## config.mk

```make
export PLATFORM = sky130hd
export DESIGN_NAME = alu_op_sequencer_flat
export DESIGN_NICKNAME = d
export VERILOG_FILES = /design/src/rtl/alu_op_sequencer_pkg.sv /design/src/rtl/alu_op_sequencer_if.sv /design/src/rtl/alu_op_sequencer_fifo.sv /design/src/rtl/alu_op_sequencer.sv /design/src/flat_wrapper.sv
export SDC_FILE = /design/constraint.sdc
export NUM_CORES = 1
export LEC_CHECK = 0
export CORE_MARGIN = 2
export CORE_UTILIZATION = 39
export CTS_CLUSTER_DIAMETER = 150
export CTS_CLUSTER_SIZE = 12
export DETAILED_ROUTE_END_ITERATION = 8
export GPL_ROUTABILITY_DRIVEN = 0
export MAX_ROUTING_LAYER = met4
export SYNTH_ARGS = -nofsm -noshare
export SYNTH_HDL_FRONTEND = slang
export SYNTH_HIERARCHICAL = 1
export SYNTH_SLANG_ARGS = --single-unit
```

## constraint.sdc

```tcl
create_clock -name clock -period 2.8 [get_ports clock]
set_clock_uncertainty 0.1 [all_clocks]
set_input_delay 0.42 -clock clock [delete_from_list [all_inputs] [get_ports clock]]
set_output_delay 0.42 -clock clock [all_outputs]
set_load 0.01 [all_outputs]
```

## src/rtl/alu_op_sequencer_pkg.sv

```systemverilog
// Shared types for the ALU command sequencer: opcodes, FSM states, the command record
// and the error decode used when a command is issued.
package alu_pkg;

    localparam int ALU_W = 8;

    typedef enum logic [3:0] {
        ALU_ADD = 4'd0,
        ALU_SUB = 4'd1,
        ALU_MUL = 4'd2,
        ALU_DIV = 4'd3
    } alu_sel_e;

    typedef enum logic [1:0] {
        SEQ_IDLE = 2'd0,
        SEQ_EXEC = 2'd1,
        SEQ_RESP = 2'd2
    } seq_state_e;

    typedef struct packed {
        logic [ALU_W-1:0] a;
        logic [ALU_W-1:0] b;
        logic [3:0]       sel;
    } alu_cmd_t;

    // Divide by zero and any opcode beyond DIV are reported as errors.
    function automatic logic cmdIsErr(alu_cmd_t cmd);
        return ((cmd.sel == ALU_DIV) && (cmd.b == '0)) || (cmd.sel > ALU_DIV);
    endfunction

endpackage

```

## src/rtl/alu_op_sequencer_if.sv

```systemverilog
// Command, ALU and response signals of the sequencer; the slave modport is the
// sequencer's view, the master modport is the surrounding system's view.
interface alu_op_sequencer_if #(
    parameter int W     = 8,
    parameter int DEPTH = 4
);
    localparam int CW = $clog2(DEPTH) + 1;

    logic          cmd_valid;
    logic          cmd_ready;
    logic [W-1:0]  cmd_a;
    logic [W-1:0]  cmd_b;
    logic [3:0]    cmd_sel;
    logic [W-1:0]  alu_a;
    logic [W-1:0]  alu_b;
    logic [3:0]    alu_sel;
    logic [W-1:0]  alu_out;
    logic          alu_carry;
    logic          rsp_valid;
    logic          rsp_ready;
    logic [W-1:0]  rsp_data;
    logic          rsp_carry;
    logic          rsp_err;
    logic [CW-1:0] fifo_count;

    modport slave (
        input  cmd_valid, cmd_a, cmd_b, cmd_sel, alu_out, alu_carry, rsp_ready,
        output cmd_ready, alu_a, alu_b, alu_sel, rsp_valid, rsp_data, rsp_carry,
               rsp_err, fifo_count
    );

    modport master (
        output cmd_valid, cmd_a, cmd_b, cmd_sel, alu_out, alu_carry, rsp_ready,
        input  cmd_ready, alu_a, alu_b, alu_sel, rsp_valid, rsp_data, rsp_carry,
               rsp_err, fifo_count
    );

endinterface

```

## src/rtl/alu_op_sequencer_fifo.sv

```systemverilog
// Synchronous command FIFO (alu_cmd_fifo) holding alu_cmd_t records; DEPTH must be a
// power of two so the pointers wrap naturally.
module alu_cmd_fifo
    import alu_pkg::*;
#(
    parameter int DEPTH = 4
) (
    input  logic                   clock,
    input  logic                   reset,
    input  logic                   push_i,
    input  logic                   pop_i,
    input  alu_cmd_t               data_i,
    output alu_cmd_t               data_o,
    output logic                   full_o,
    output logic                   empty_o,
    output logic [$clog2(DEPTH):0] count_o
);
    localparam int AW = $clog2(DEPTH);

    alu_cmd_t      mem_q [DEPTH];
    logic [AW-1:0] wrPtr_q;
    logic [AW-1:0] rdPtr_q;
    logic [AW:0]   count_q;
    logic          doPush;
    logic          doPop;

    assign doPush  = push_i && !full_o;
    assign doPop   = pop_i && !empty_o;
    assign full_o  = (count_q == (AW+1)'(DEPTH));
    assign empty_o = (count_q == '0);
    assign data_o  = mem_q[rdPtr_q];
    assign count_o = count_q;

    always_ff @(posedge clock or posedge reset) begin
        if (reset) begin
            wrPtr_q <= '0;
            rdPtr_q <= '0;
            count_q <= '0;
        end else begin
            if (doPush) wrPtr_q <= wrPtr_q + 1'b1;
            if (doPop)  rdPtr_q <= rdPtr_q + 1'b1;
            case ({doPush, doPop})
                2'b10:   count_q <= count_q + 1'b1;
                2'b01:   count_q <= count_q - 1'b1;
                default: ;
            endcase
        end
    end

    // Storage needs no reset: an entry is only read after it has been written.
    always_ff @(posedge clock) begin
        if (doPush) mem_q[wrPtr_q] <= data_i;
    end

endmodule

```

## src/rtl/alu_op_sequencer.sv

```systemverilog
// Feeds buffered commands to the registered ALU one at a time and returns each result.
// Optional build macro ALU_SEQ_ERR_BYPASS_EN: error ops skip the ALU and answer with zero data.
module alu_op_sequencer
    import alu_pkg::*;
#(
    parameter int DEPTH = 4,
    parameter int W     = 8
) (
    input logic                clock,
    input logic                reset,
    alu_op_sequencer_if.slave  bus
);
    localparam int CW = $clog2(DEPTH) + 1;

    seq_state_e    state_q, state_d;
    logic [W-1:0]  aluA_q, aluA_d;
    logic [W-1:0]  aluB_q, aluB_d;
    logic [3:0]    aluSel_q, aluSel_d;
    logic          err_q, err_d;

    alu_cmd_t      pushCmd;
    alu_cmd_t      headCmd;
    logic          fifoFull;
    logic          fifoEmpty;
    logic          popHead;
    logic          canIssue;
    logic [CW-1:0] count;

    assign pushCmd.a   = bus.cmd_a;
    assign pushCmd.b   = bus.cmd_b;
    assign pushCmd.sel = bus.cmd_sel;

    assign bus.cmd_ready  = !fifoFull && !reset;
    assign bus.alu_a      = aluA_q;
    assign bus.alu_b      = aluB_q;
    assign bus.alu_sel    = aluSel_q;
    assign bus.fifo_count = count;

    alu_cmd_fifo #(.DEPTH(DEPTH)) u_fifo (
        .clock   (clock),
        .reset   (reset),
        .push_i  (bus.cmd_valid && bus.cmd_ready),
        .pop_i   (popHead),
        .data_i  (pushCmd),
        .data_o  (headCmd),
        .full_o  (fifoFull),
        .empty_o (fifoEmpty),
        .count_o (count)
    );

    always_ff @(posedge clock or posedge reset) begin
        if (reset) begin
            state_q  <= SEQ_IDLE;
            aluA_q   <= '0;
            aluB_q   <= '0;
            aluSel_q <= '0;
            err_q    <= 1'b0;
        end else begin
            state_q  <= state_d;
            aluA_q   <= aluA_d;
            aluB_q   <= aluB_d;
            aluSel_q <= aluSel_d;
            err_q    <= err_d;
        end
    end

    always_comb begin
        state_d       = state_q;
        aluA_d        = aluA_q;
        aluB_d        = aluB_q;
        aluSel_d      = aluSel_q;
        err_d         = err_q;
        popHead       = 1'b0;
        canIssue      = 1'b0;
        bus.rsp_valid = 1'b0;
        bus.rsp_data  = '0;
        bus.rsp_carry = 1'b0;
        bus.rsp_err   = 1'b0;

        case (state_q)
            SEQ_IDLE: canIssue = !fifoEmpty;
            SEQ_EXEC: state_d = SEQ_RESP;
            SEQ_RESP: begin
                if (bus.rsp_ready) begin
                    state_d  = SEQ_IDLE;
                    canIssue = !fifoEmpty;
                end
            end
            default:  state_d = SEQ_IDLE;
        endcase

        // ALU inputs only move on issue, so alu_out stays put while a response waits.
        if (canIssue) begin
            popHead = 1'b1;
            err_d   = cmdIsErr(headCmd);
`ifdef ALU_SEQ_ERR_BYPASS_EN
            if (cmdIsErr(headCmd)) begin
                state_d = SEQ_RESP;
            end else begin
                aluA_d   = headCmd.a;
                aluB_d   = headCmd.b;
                aluSel_d = headCmd.sel;
                state_d  = SEQ_EXEC;
            end
`else
            aluA_d   = headCmd.a;
            aluB_d   = headCmd.b;
            aluSel_d = headCmd.sel;
            state_d  = SEQ_EXEC;
`endif
        end

        if (state_q == SEQ_RESP) begin
            bus.rsp_valid = 1'b1;
            bus.rsp_err   = err_q;
`ifdef ALU_SEQ_ERR_BYPASS_EN
            if (!err_q) begin
                bus.rsp_data  = bus.alu_out;
                bus.rsp_carry = bus.alu_carry;
            end
`else
            bus.rsp_data  = bus.alu_out;
            bus.rsp_carry = bus.alu_carry;
`endif
        end
    end

endmodule

```

## src/flat_wrapper.sv

```systemverilog
// flat-port wrapper written by rule: the top's interface ports become plain ports
module alu_op_sequencer_flat import alu_pkg::*;
#(
    parameter int DEPTH = 4,
    parameter int W     = 8
)
  (clock, reset, bus_cmd_valid, bus_cmd_a, bus_cmd_b, bus_cmd_sel, bus_alu_out, bus_alu_carry, bus_rsp_ready, bus_cmd_ready, bus_alu_a, bus_alu_b, bus_alu_sel, bus_rsp_valid, bus_rsp_data, bus_rsp_carry, bus_rsp_err, bus_fifo_count);
  alu_op_sequencer_if #(.W(W), .DEPTH(DEPTH)) bus_i ();
  input logic clock;
  input logic reset;
  input wire logic [$bits(bus_i.cmd_valid)-1:0] bus_cmd_valid;
  input wire logic [$bits(bus_i.cmd_a)-1:0] bus_cmd_a;
  input wire logic [$bits(bus_i.cmd_b)-1:0] bus_cmd_b;
  input wire logic [$bits(bus_i.cmd_sel)-1:0] bus_cmd_sel;
  input wire logic [$bits(bus_i.alu_out)-1:0] bus_alu_out;
  input wire logic [$bits(bus_i.alu_carry)-1:0] bus_alu_carry;
  input wire logic [$bits(bus_i.rsp_ready)-1:0] bus_rsp_ready;
  output wire logic [$bits(bus_i.cmd_ready)-1:0] bus_cmd_ready;
  output wire logic [$bits(bus_i.alu_a)-1:0] bus_alu_a;
  output wire logic [$bits(bus_i.alu_b)-1:0] bus_alu_b;
  output wire logic [$bits(bus_i.alu_sel)-1:0] bus_alu_sel;
  output wire logic [$bits(bus_i.rsp_valid)-1:0] bus_rsp_valid;
  output wire logic [$bits(bus_i.rsp_data)-1:0] bus_rsp_data;
  output wire logic [$bits(bus_i.rsp_carry)-1:0] bus_rsp_carry;
  output wire logic [$bits(bus_i.rsp_err)-1:0] bus_rsp_err;
  output wire logic [$bits(bus_i.fifo_count)-1:0] bus_fifo_count;
  assign bus_i.cmd_valid = bus_cmd_valid;
  assign bus_i.cmd_a = bus_cmd_a;
  assign bus_i.cmd_b = bus_cmd_b;
  assign bus_i.cmd_sel = bus_cmd_sel;
  assign bus_i.alu_out = bus_alu_out;
  assign bus_i.alu_carry = bus_alu_carry;
  assign bus_i.rsp_ready = bus_rsp_ready;
  assign bus_cmd_ready = bus_i.cmd_ready;
  assign bus_alu_a = bus_i.alu_a;
  assign bus_alu_b = bus_i.alu_b;
  assign bus_alu_sel = bus_i.alu_sel;
  assign bus_rsp_valid = bus_i.rsp_valid;
  assign bus_rsp_data = bus_i.rsp_data;
  assign bus_rsp_carry = bus_i.rsp_carry;
  assign bus_rsp_err = bus_i.rsp_err;
  assign bus_fifo_count = bus_i.fifo_count;
  alu_op_sequencer #(.DEPTH(DEPTH), .W(W)) u_core (.clock(clock), .reset(reset), .bus(bus_i));
endmodule
```

Yosys cells after proc, flatten, opt, wreduce, memory -nomap -nowiden

Memories as Yosys holds them, arrays and structs flattened.
Index checks and enable logic that the tools add are counted.

Register bits: 30
Bits in writable memories: 80
Input port bits: 33
Output and inout bits: 35
Memories: 1

Add/subtract/negate cells: 4
Magnitude comparators: 1
Equal/unequal tests: 8
Mux-type cells: 13
Reductions and logical operators: 14

Memory list:

| name                | depth | bits a word | read ports | clocked after Yosys merged registers in | wr ports | RTL line                    | text |
|---|---|---|---|---|---|---|---|
| u_core.u_fifo.mem_q | 4     | 20          | 1          | 0                                       | 1        | alu_op_sequencer_fifo.sv:20 | `alu_cmd_t mem_q [DEPTH];` |

Operator list:

| kind                | count |
|---|---|
| $logic_not 8->1     | 1 |
| $mux 8              | 1 |
| $mux 1              | 7 |
| $pmux 2 s3          | 1 |
| $pmux 3 s2          | 1 |
| $logic_and 1x1->1   | 5 |
| $add 2x1->2 const B | 2 |
| $eq 2x1->1 const B  | 2 |
| $eq 2x2->1 const B  | 2 |
| $eq 4x2->1 const B  | 1 |
| $gt 4x2->1 const B  | 1 |
| $mux 2              | 2 |
| $add 3x1->3 const B | 1 |
| $eq 3x3->1 const B  | 1 |
| $logic_not 1->1     | 3 |
| $logic_not 3->1     | 1 |
| $ne 3x2->1 const B  | 1 |
| $sub 3x1->3 const B | 1 |
| $logic_not 2->1     | 1 |
| $ne 2x1->1 const B  | 1 |
| $pmux 1 s2          | 1 |
| $reduce_and 2->1    | 1 |
| $reduce_bool 2->1   | 1 |
| $logic_or 1x1->1    | 1 |

Longest topological paths before layout

Gate-level depths: netlist of run 1.

Depth in word-level cells: 8
Mapped depth: 12
Gate-level depth less buffers: 11

Hierarchy

The synthesis of run 1 kept the hierarchy.

Modules (own cells, without submodules):

| module           | times used | cells each | area an instance (um2) | sequential area each (um2) |
|---|---|---|---|---|
| alu_cmd_fifo     | 1          | 142        | 3335.7                 | 2577.5 |
| alu_op_sequencer | 1          | 71         | 1041.0                 | 575.6 |

Least setup slack after synthesis of run 1

Ideal clock, no wire load.

Kind: reg-to-reg
Start point: reg u_core.u_fifo.count_q[0], in the netlist u_core/u_fifo/count_o[0]
End point: reg u_core.u_fifo.count_q[2], in the netlist u_core/u_fifo/count_o[2]
Library setup time: 0.079 ns
Arrival time: 2.403 ns
Data required time: 2.621 ns
Path slack: 0.218 ns
Stages on the path, launching flop included: 13
Buffers on the path: 2
Clock period less this slack: 2.582 ns
Path through: dfrtp_1 -> nor3_1 -> or3_1 -> buf_6 -> inv_8 -> buf_12 -> o31a_2 -> ha_1 -> inv_1 -> fa_1 -> xor2_1 -> nor2_1 -> xor2_1

Word-level cells in the longest chain between the ends: 8

RTL lines:

| element                                                | RTL line                                       | text |
|---|---|---|
| from (decl)                                            | alu_op_sequencer_fifo.sv:23                    | `logic [AW:0] count_q;` |
| from (signal assigned)                                 | alu_op_sequencer_fifo.sv:43                    | `2'b10: count_q <= count_q + 1'b1;` |
| from (signal assigned)                                 | alu_op_sequencer_fifo.sv:44                    | `2'b01: count_q <= count_q - 1'b1;` |
| $logic_not 3->1 (*)                                    | alu_op_sequencer_fifo.sv:30                    | `assign empty_o = (count_q == '0);` |
| via u_core.fifoEmpty                                   | alu_op_sequencer.sv:24                         | `logic fifoEmpty;` |
| $logic_not 1->1 (*)                                    | alu_op_sequencer.sv:81, alu_op_sequencer.sv:86 |  |
| $mux 1                                                 | alu_op_sequencer.sv:84                         | `if (bus.rsp_ready) begin` |
| $pmux 1 s2 (*)                                         | alu_op_sequencer.sv:80                         | `case (state_q)` |
| via u_core.canIssue                                    | alu_op_sequencer.sv:26                         | `logic canIssue;` |
| $mux 1 (*)                                             | alu_op_sequencer.sv:93                         | `if (canIssue) begin` |
| $logic_and 1x1->1 (*)                                  | alu_op_sequencer_fifo.sv:28                    | `assign doPop = pop_i && !empty_o;` |
| via u_core.u_fifo.doPop                                | alu_op_sequencer_fifo.sv:25                    | `logic doPop;` |
| $eq 2x1->1 / $eq 2x2->1 (equally long branches)        | alu_op_sequencer_fifo.sv:42                    | `case ({doPush, doPop})` |
| $pmux 3 s2 / $reduce_bool 2->1 (equally long branches) | n/a                                            |  |

The timed path passes the listed nets; every way through them passes the cells marked *.
A chain may end at the register's enable or synchronous reset.

Final worst setup path of run 1

Start point: reg u_core.u_fifo.count_q[0], in the netlist u_core/u_fifo/count_o[0]
End point: reg u_core.u_fifo.count_q[2], in the netlist u_core/u_fifo/count_o[2]

Word-level cells in the longest chain between the ends: 8

RTL lines:

| element                                                | RTL line |
|---|---|
| $logic_not 3->1 (*)                                    | alu_op_sequencer_fifo.sv:30 |
| via u_core.fifoEmpty                                   | alu_op_sequencer.sv:24 |
| $logic_not 1->1 (*)                                    | alu_op_sequencer_fifo.sv:28, alu_op_sequencer.sv:81, alu_op_sequencer.sv:86 |
| $mux 1                                                 | alu_op_sequencer.sv:84 |
| $pmux 1 s2                                             | alu_op_sequencer.sv:80 |
| $mux 1                                                 | alu_op_sequencer.sv:93 |
| $logic_and 1x1->1 (*)                                  | alu_op_sequencer_fifo.sv:28 |
| via u_core.u_fifo.doPop                                | alu_op_sequencer_fifo.sv:25 |
| $eq 2x1->1 / $eq 2x2->1 (equally long branches)        | alu_op_sequencer_fifo.sv:42 |
| $pmux 3 s2 / $reduce_bool 2->1 (equally long branches) | n/a |

Marks and branches as above.

==> impl_results.md, run 1 <==
- Layout cells sized above 1: approximately a quarter
- Post-route ant nets: 0
- Syn Area/Cell: between 20 and 25 um^2
- Crit path max-delay family: simple AND/OR/NAND/NOR gates
- Tcrit/Tclk final: around 88%
- GRT Overall Usage: between 10% and 20%
- Largest family of logic cells by synthesized area: multiplexers
- Max transition margin: between 60% and 70%
- Startpoint Class: flip-flop
- Max-slew violation count: 0
- Initial antenna violation count: 0
- RR Endpoint: u_core/u_fifo/count_o[2]
- Post-synthesis async set-or-reset flop share: between 20 and 30%
- Post_cts resized: 0
- Post-Route WL: 7982 um
- Routed wire per std cell: about 18 um
- Slowest stage delay, CP: roughly 0.51 ns
- PortBufs: between 60 and 70
- ANT cells: 0
- Slack of the worst reg-to-reg path: 0.33 ns
- Total grt overflow: 0
- Worst r2r src: u_core/u_fifo/count_o[0]
- CP endpoint kind: flip-flop
- Starting Density: about two fifths
- Worst setup path class: reg2reg
- CTS tree: built
- Synthesized cell area: between 4000 and 5000 um^2
- Worst vdd ir: approximately 0.40 mV
- Drt via density: roughly 5
- Clock root cell: clkbuf_8
- Leakage: 1.981 nW
- Final worst path period need: around 2.5 ns
- Cell mode on critical path: xor2_1
- Largest net degree at the start of global routing: 24
- Vias in the first global route: 2285
- Vias: 2185
- Top FF cell, synth: edfxtp_1
- Worst Path Max Fanout: 6
- Status: finished, final reports clean
- Data required time of the critical path: 2.99 ns
- Hpwl dp: around 5300 um
- Buf/Inv on CP: 2
- Die footprint: between 10000 and 15000 um^2
- Most common cell after layout, fill and taps aside: edfxtp_1
- Clk buf depth: 2
- Clk_lat worst skew: about 0.37 ns
- Final Setup Violations: 0
- Worst-Margin Slew: around 0.57 ns
- Synth Area in Simple Gates: 4.374%
- Most frequent cells in the layout: edfxtp_1 (80), clkdlybuf4s50_1 (67), dfrtp_1 (30)
- Post-synth EDFFs: 80
- IO Count: 68
- TritonCTS Sinks: between 100 and 150
- Row cnt: 38
- Pwr Total: roughly 5.5 mW
- Critical path's slowest cell: dfrtp_1
- Drt drc: 0
- Synth Instances: between 200 and 250
- Layout area overhead: 25.24%
- Synth Area in Compound Gates: 0.4574%
- Worst setup path start: u_core/u_fifo/count_o[0]
- Layout Cells excl Fill: roughly 440
- Synth cell types: 29
- Post-synthesis mux area share: between 15 and 20%
- Drt pass-1 iters: 4
- Worst r2r path cells: 10
- Sequential share of the synthesized area: approximately 72%
- Total CTS buffers: 9
- Chip height: between 100 and 150 um
- CP cell instances: nor3_1 -> or3_1 -> inv_8 -> o31a_2 -> ha_1 -> inv_1 -> fa_1 -> xor2_1 -> nor2_1 -> xor2_1
- CTS Hold Bufs: 0
- Xor/xnor share of the synthesized area: under 10%
- Number of max-cap violations: 0
- Die width: roughly 110 um
- First-pass GRT wire length: 12280 um
- Fmax achieved: 0.4056 GHz
- Hold Fails Final Rpt: 0
- H-tree depth: 3
- Synth Register Bits: 110
- RSZ-0062 raised after global routing: no
- Critical path data arrival time: between 2 and 3 ns
- Yosys warnings: 6
- Post-CTS Setup Bufs: 0
- Initial DRC count: 95
- Clk slew on worst S/H paths: 0.10 ns
- Core area: roughly 11000 um^2
- Setup TNS Final: 0 ns
- Placed cells: about 430
- Finished Core Util: just over 50%
- NumNets Final: between 300 and 400
- Hold crit path type: in2async
- Syn Nets: approximately 250
- Adder-Cell Fraction of Synth Area: ~1.9%
- PwrDens: 996.1 nW/um^2
-- through the flow --
stage / instance area (um^2) / setup slack (ns) / hold WS [ns]
floorplan: 4377 / 0.2181 / 0.1234
global placement: 5305 / 0.02329 / 0.3855
detailed placement: 5305 / 0.007953 / 0.3946
CTS: 5482 / 0.2715 / 0.2433
global route: 5482 / 0.1498 / 0.2799
finish: 5482 / 0.3344 / 0.2534
-- flip-flops by register name, summed over array words and instances (netlist names) --
register,cells
u_core/state_q,2
u_core/u_fifo/mem_q,80
u_core/bus.alu_b,8
u_core/bus.alu_sel,4
u_core/u_fifo/count_o,3
u_core/u_fifo/wrPtr_q,2
u_core/bus.alu_a,8
u_core/u_fifo/rdPtr_q,2
u_core/err_q,1
-- per-layer routing --
metal,global-route usage (%),share of wire (%)
met3,3.260,5.7
met5,-,0
met4,6.239,1.6
met2,23.66,50
met1,18.16,42
-- worst max-delay path by stage --
stage / endpoint / slack, ns / depth (start not counted)
after detailed placement: u_core/u_fifo/count_o[2] / 0.008 / 11
after global routing: bus_rsp_data[5] / 0.15 / 3
after floorplan: u_core/u_fifo/count_o[2] / 0.22 / 12
final: u_core/u_fifo/count_o[2] / 0.33 / 10
after CTS: bus_rsp_data[7] / 0.27 / 3
after global placement: u_core/u_fifo/count_o[2] / 0.02 / 11
-- synth_stat cells (2+ instances only) --
library cell | number | share of area [%]
ha_1 | 5 | 1.4
mux4_2 | 19 | 9.8
and2_1 | 11 | 1.6
nor2b_4 | 2 | 0.63
and2_2 | 4 | 0.69
buf_6 | 3 | 0.77
dfrtp_1 | 30 | 17
mux2_2 | 13 | 3.3
xnor2_1 | 3 | 0.60
mux2_4 | 10 | 3.4
nor2_1 | 4 | 0.34
edfxtp_1 | 80 | 55
inv_1 | 10 | 0.86
buf_2 | 2 | 0.23
xor2_1 | 3 | 0.60
-- logic make-up after synthesis --
group           after synthesis
fa+ha+maj                     6
xor+xnor                      6
flops                       110
mux                          44
simple gates                 27
compound gates                2
buf+inv                      18
-- final cells by class --
| type | instances | area (um^2) |
|---|---|---|
| clock buffer | 13 | 158.9 |
| tap | 140 | 175.2 |
| fill | 913 | 5406 |
| multi-input combinational | 85 | 1107 |
| clock inverter | 3 | 17.52 |
| inverter | 11 | 48.80 |
| timing repair buffer | 82 | 820.8 |
| sequential | 110 | 3153 |
-- power breakdown --
group	total, mW	internal [mW]	switching, mW
Sequential	2.32	2.12	0.201
Combinational	2.26	1.33	0.926
Clock	0.878	0.373	0.505
(Power assumes the default switching activity.)
==> inputs of run 2 (changes only) <==
clock period = 2.2 ns   (was 2.8 ns; I/O delays follow)
==> run 2 against run 1 <==
Global-route usage rose by 0.61 points; wire length rose by 4.3%; setup slack got worse by 0.27 ns; die area did not move; combinational power rose by 45%; via count rose by 1.5%; sequential power rose by 28%; critical path depth rose by 1; non-clock buffer count rose by 19; sequential share of layout area fell by 2.5 points; cell area rose by 4.7%; highest routed layer unchanged.
==> impl_results.md, run 2 (synthesis results as in run 1) <==
- Layout area overhead: 31.16%
- Clock root cell: clkbuf_8
- Worst vdd ir: 0.7518 mV (+88%)
- Drt via density: 4.788 (-2.7%)
- Multi-input logic area: 1155 um^2 (+4.3%)
- Layout cells sized above 1: 34.37% (+8.4 points)
- Core area: 10890 um^2 (unchanged)
- Storage element area: 3157 um^2 (+0.12%)
- RSZ-0062 raised after global routing: yes
- Most frequent cells in the layout: edfxtp_1 (80), clkdlybuf4s50_1 (59), buf_4 (29)
- ANT cells: 0 (unchanged)
- Data required time of the critical path: 2.39 ns (-0.60 ns)
- First-pass GRT wire length: 12970 um (+5.6%)
- Final worst path period need: 2.140 ns
- Area after DPL: 5423 um^2 (+2.2%)
- PwrDens: 1290 nW/um^2 (+29%)
- Final Instance Area: 5741 um^2 (+4.7%)
- Setup TNS Final: 0 ns (unchanged)
- Worst r2r src: u_core/state_q[1]
- Worst setup path start: bus_rsp_ready
- Pre-CTS WS: -0.4434 ns (-0.4513 ns)
- Post-Route WL: 8322 um (+4.3%)
- Max transition margin: 76.07% (+14 points)
- Largest net degree at the start of global routing: 24 (unchanged)
- GRT Overall Usage: 15.37% (+0.61 points)
- CTS Hold Bufs: 0 (unchanged)
- Hold crit path type: in2async
- Hold Fails Final Rpt: 0 (unchanged)
- Biggest register: u_core/u_fifo/mem_q
- Most common cell after layout, fill and taps aside: edfxtp_1
- Hpwl dp: 5436 um (+3.2%)
- IO Count: 68 (unchanged)
- Clk slew on worst S/H paths: 0.10 ns (about the same)
- Chip height: 109.9 um (unchanged)
- Post-route ant nets: 0 (unchanged)
- H-tree depth: 3 (unchanged)
- Starting Density: 40.20% (unchanged)
- Startpoint Class: input pin
- Max-slew violation count: 0 (unchanged)
- Status: finished, final reports clean
- Setup WS post-layout: 0.05955 ns (-0.2748 ns)
- Row cnt: 38 (unchanged)
- Fmax achieved: roughly 0.47 GHz
- Leakage: 2.224 nW (+12%)
- Placed cells: 437 (+2.1%)
- Worst r2r path cells: 10 (unchanged)
- Routed wire per std cell: 17.97 um (about the same)
- Total CTS buffers: 9 (unchanged)
- Die footprint: 12090 um^2 (unchanged)
- Pwr Total: 7.405 mW (+36%)
- Final Setup Violations: 0 (unchanged)
- CTS tree: built
- Drt drc: 0 (unchanged)
- Critical path data arrival time: 2.33 ns (-0.33 ns)
- Worst setup path class: in2reg
- Slack of the worst reg-to-reg path: 0.06 ns (-0.27 ns)
- Setup crit end: u_core/u_fifo/count_o[2]
- Total grt overflow: 0 (unchanged)
- Number of max-cap violations: 0 (unchanged)
- Max reg flops: 80 (unchanged)
- Worst-Margin Slew: 0.3590 ns (-0.2061 ns)
- PortBufs: 67 (unchanged)
- Clk buf depth: 2 (unchanged)
- Initial DRC count: 61 (-36%)
- Drt pass-1 iters: 4 (unchanged)
- Tcrit/Tclk final: a little over nine tenths
- RR Endpoint: u_core/u_fifo/count_o[2]
- Die width: 109.9 um (unchanged)
- Vias: 2217 (+1.5%)
- Worst Path Max Fanout: 2 (-4)
- Vias in the first global route: 2394 (+4.8%)
- CP endpoint kind: flip-flop
- Layout Cells excl Fill: 463 (+4.3%)
- NumNets Final: 357 (+5.6%)
- TritonCTS Sinks: 110 (unchanged)
- Initial antenna violation count: 0 (unchanged)
- Filler cells: 909 (-0.44%)
- Clk_lat worst skew: 0.37 ns (about the same)
-- run 2: cell count changes in the layout (fill, tap and decap cells not counted), moves of 2 or more --
cell / delta
inv_1: -2
clkinv_8: +2
clkbuf_8: -2
inv_2: +2
dfrtp_1: -3
buf_4: +17
dfrtp_2: +3
clkdlybuf4s50_1: -8
buf_12: +2
dlymetal6s2s_1: +8
-- run 2: cell type report --
class | instances | area share [%]
clock buffers | 10 | 2.223
flip-flops and latches | 110 | 54.99
multi-input cells | 85 | 20.12
clock inverters | 6 | 1.199
repair buffers | 101 | 17.57
well taps | 140 | 3.051
inverters | 11 | 0.8500
-- run 2: power by group --
part / switching, mW / internal [mW]
sequential: 0.254 / 2.71
combinational: 1.31 / 1.97
clock: 0.715 / 0.446
-- run 2: how the worst min path moves through the flow --
stage / cells past startpoint / from / to / slack, ns
2_1_floorplan: 1 / reset / u_core/u_fifo/count_o[2] / 0.03
3_3_place_gp: 1 / u_core/bus.alu_a[2] / u_core/bus.alu_a[2] / 0.39
3_5_place_dp: 1 / u_core/bus.alu_b[6] / u_core/bus.alu_b[6] / 0.39
4_1_cts: 3 / reset / u_core/u_fifo/count_o[2] / 0.25
5_1_grt: 3 / reset / u_core/u_fifo/count_o[2] / 0.29
6_report: 3 / reset / u_core/u_fifo/count_o[0] / 0.25
-- run 2: repair_timing --
item	CTS	global route
cloned	0	0
gates resized for setup	3	12
pin swaps	0	4
buffers inserted	1	9
endpoints found under the setup margin	12	10
-- run 2: per-layer routing --
metal	part of all wire (%)	vias to the layer above	global-route usage [%]	wire, um
li1	-	1024	-	-
met1	44	1129	19.26	3679
met2	50	58	25.42	4174
met3	4.9	6	3.201	408
met4	0.72	0	4.340	60
met5	0	-	-	0
-- run 2: per-stage QoR --
step	hold WS [ns]	utilization (%)
after detailed placement	0.3925	49.80
after global routing	0.2868	52.72
after CTS	0.2453	51.79
after floorplan	0.03326	-
final	0.2526	52.72
after global placement	0.3919	49.80
-- run 2: worst max-delay path: stages --
cell and delay (ns):
clkdlybuf4s50_1 0.51, nor2b_4 0.05, or3_4 0.36, inv_8 0.06
o31a_4 0.14, ha_4 0.12, inv_2 0.03, fa_2 0.32
xor2_1 0.14, nor2_1 0.12, xor2_1 0.15
==> inputs of run 3 (changes only) <==
ABC_CLOCK_PERIOD_IN_PS = 2200   (was not set)
CTS_CLUSTER_SIZE = not set   (was 12)
SLEW_MARGIN = 0   (was not set)
==> results of run 3 <==
No change in the layout: final DEF, timing and power equal those of run 2.
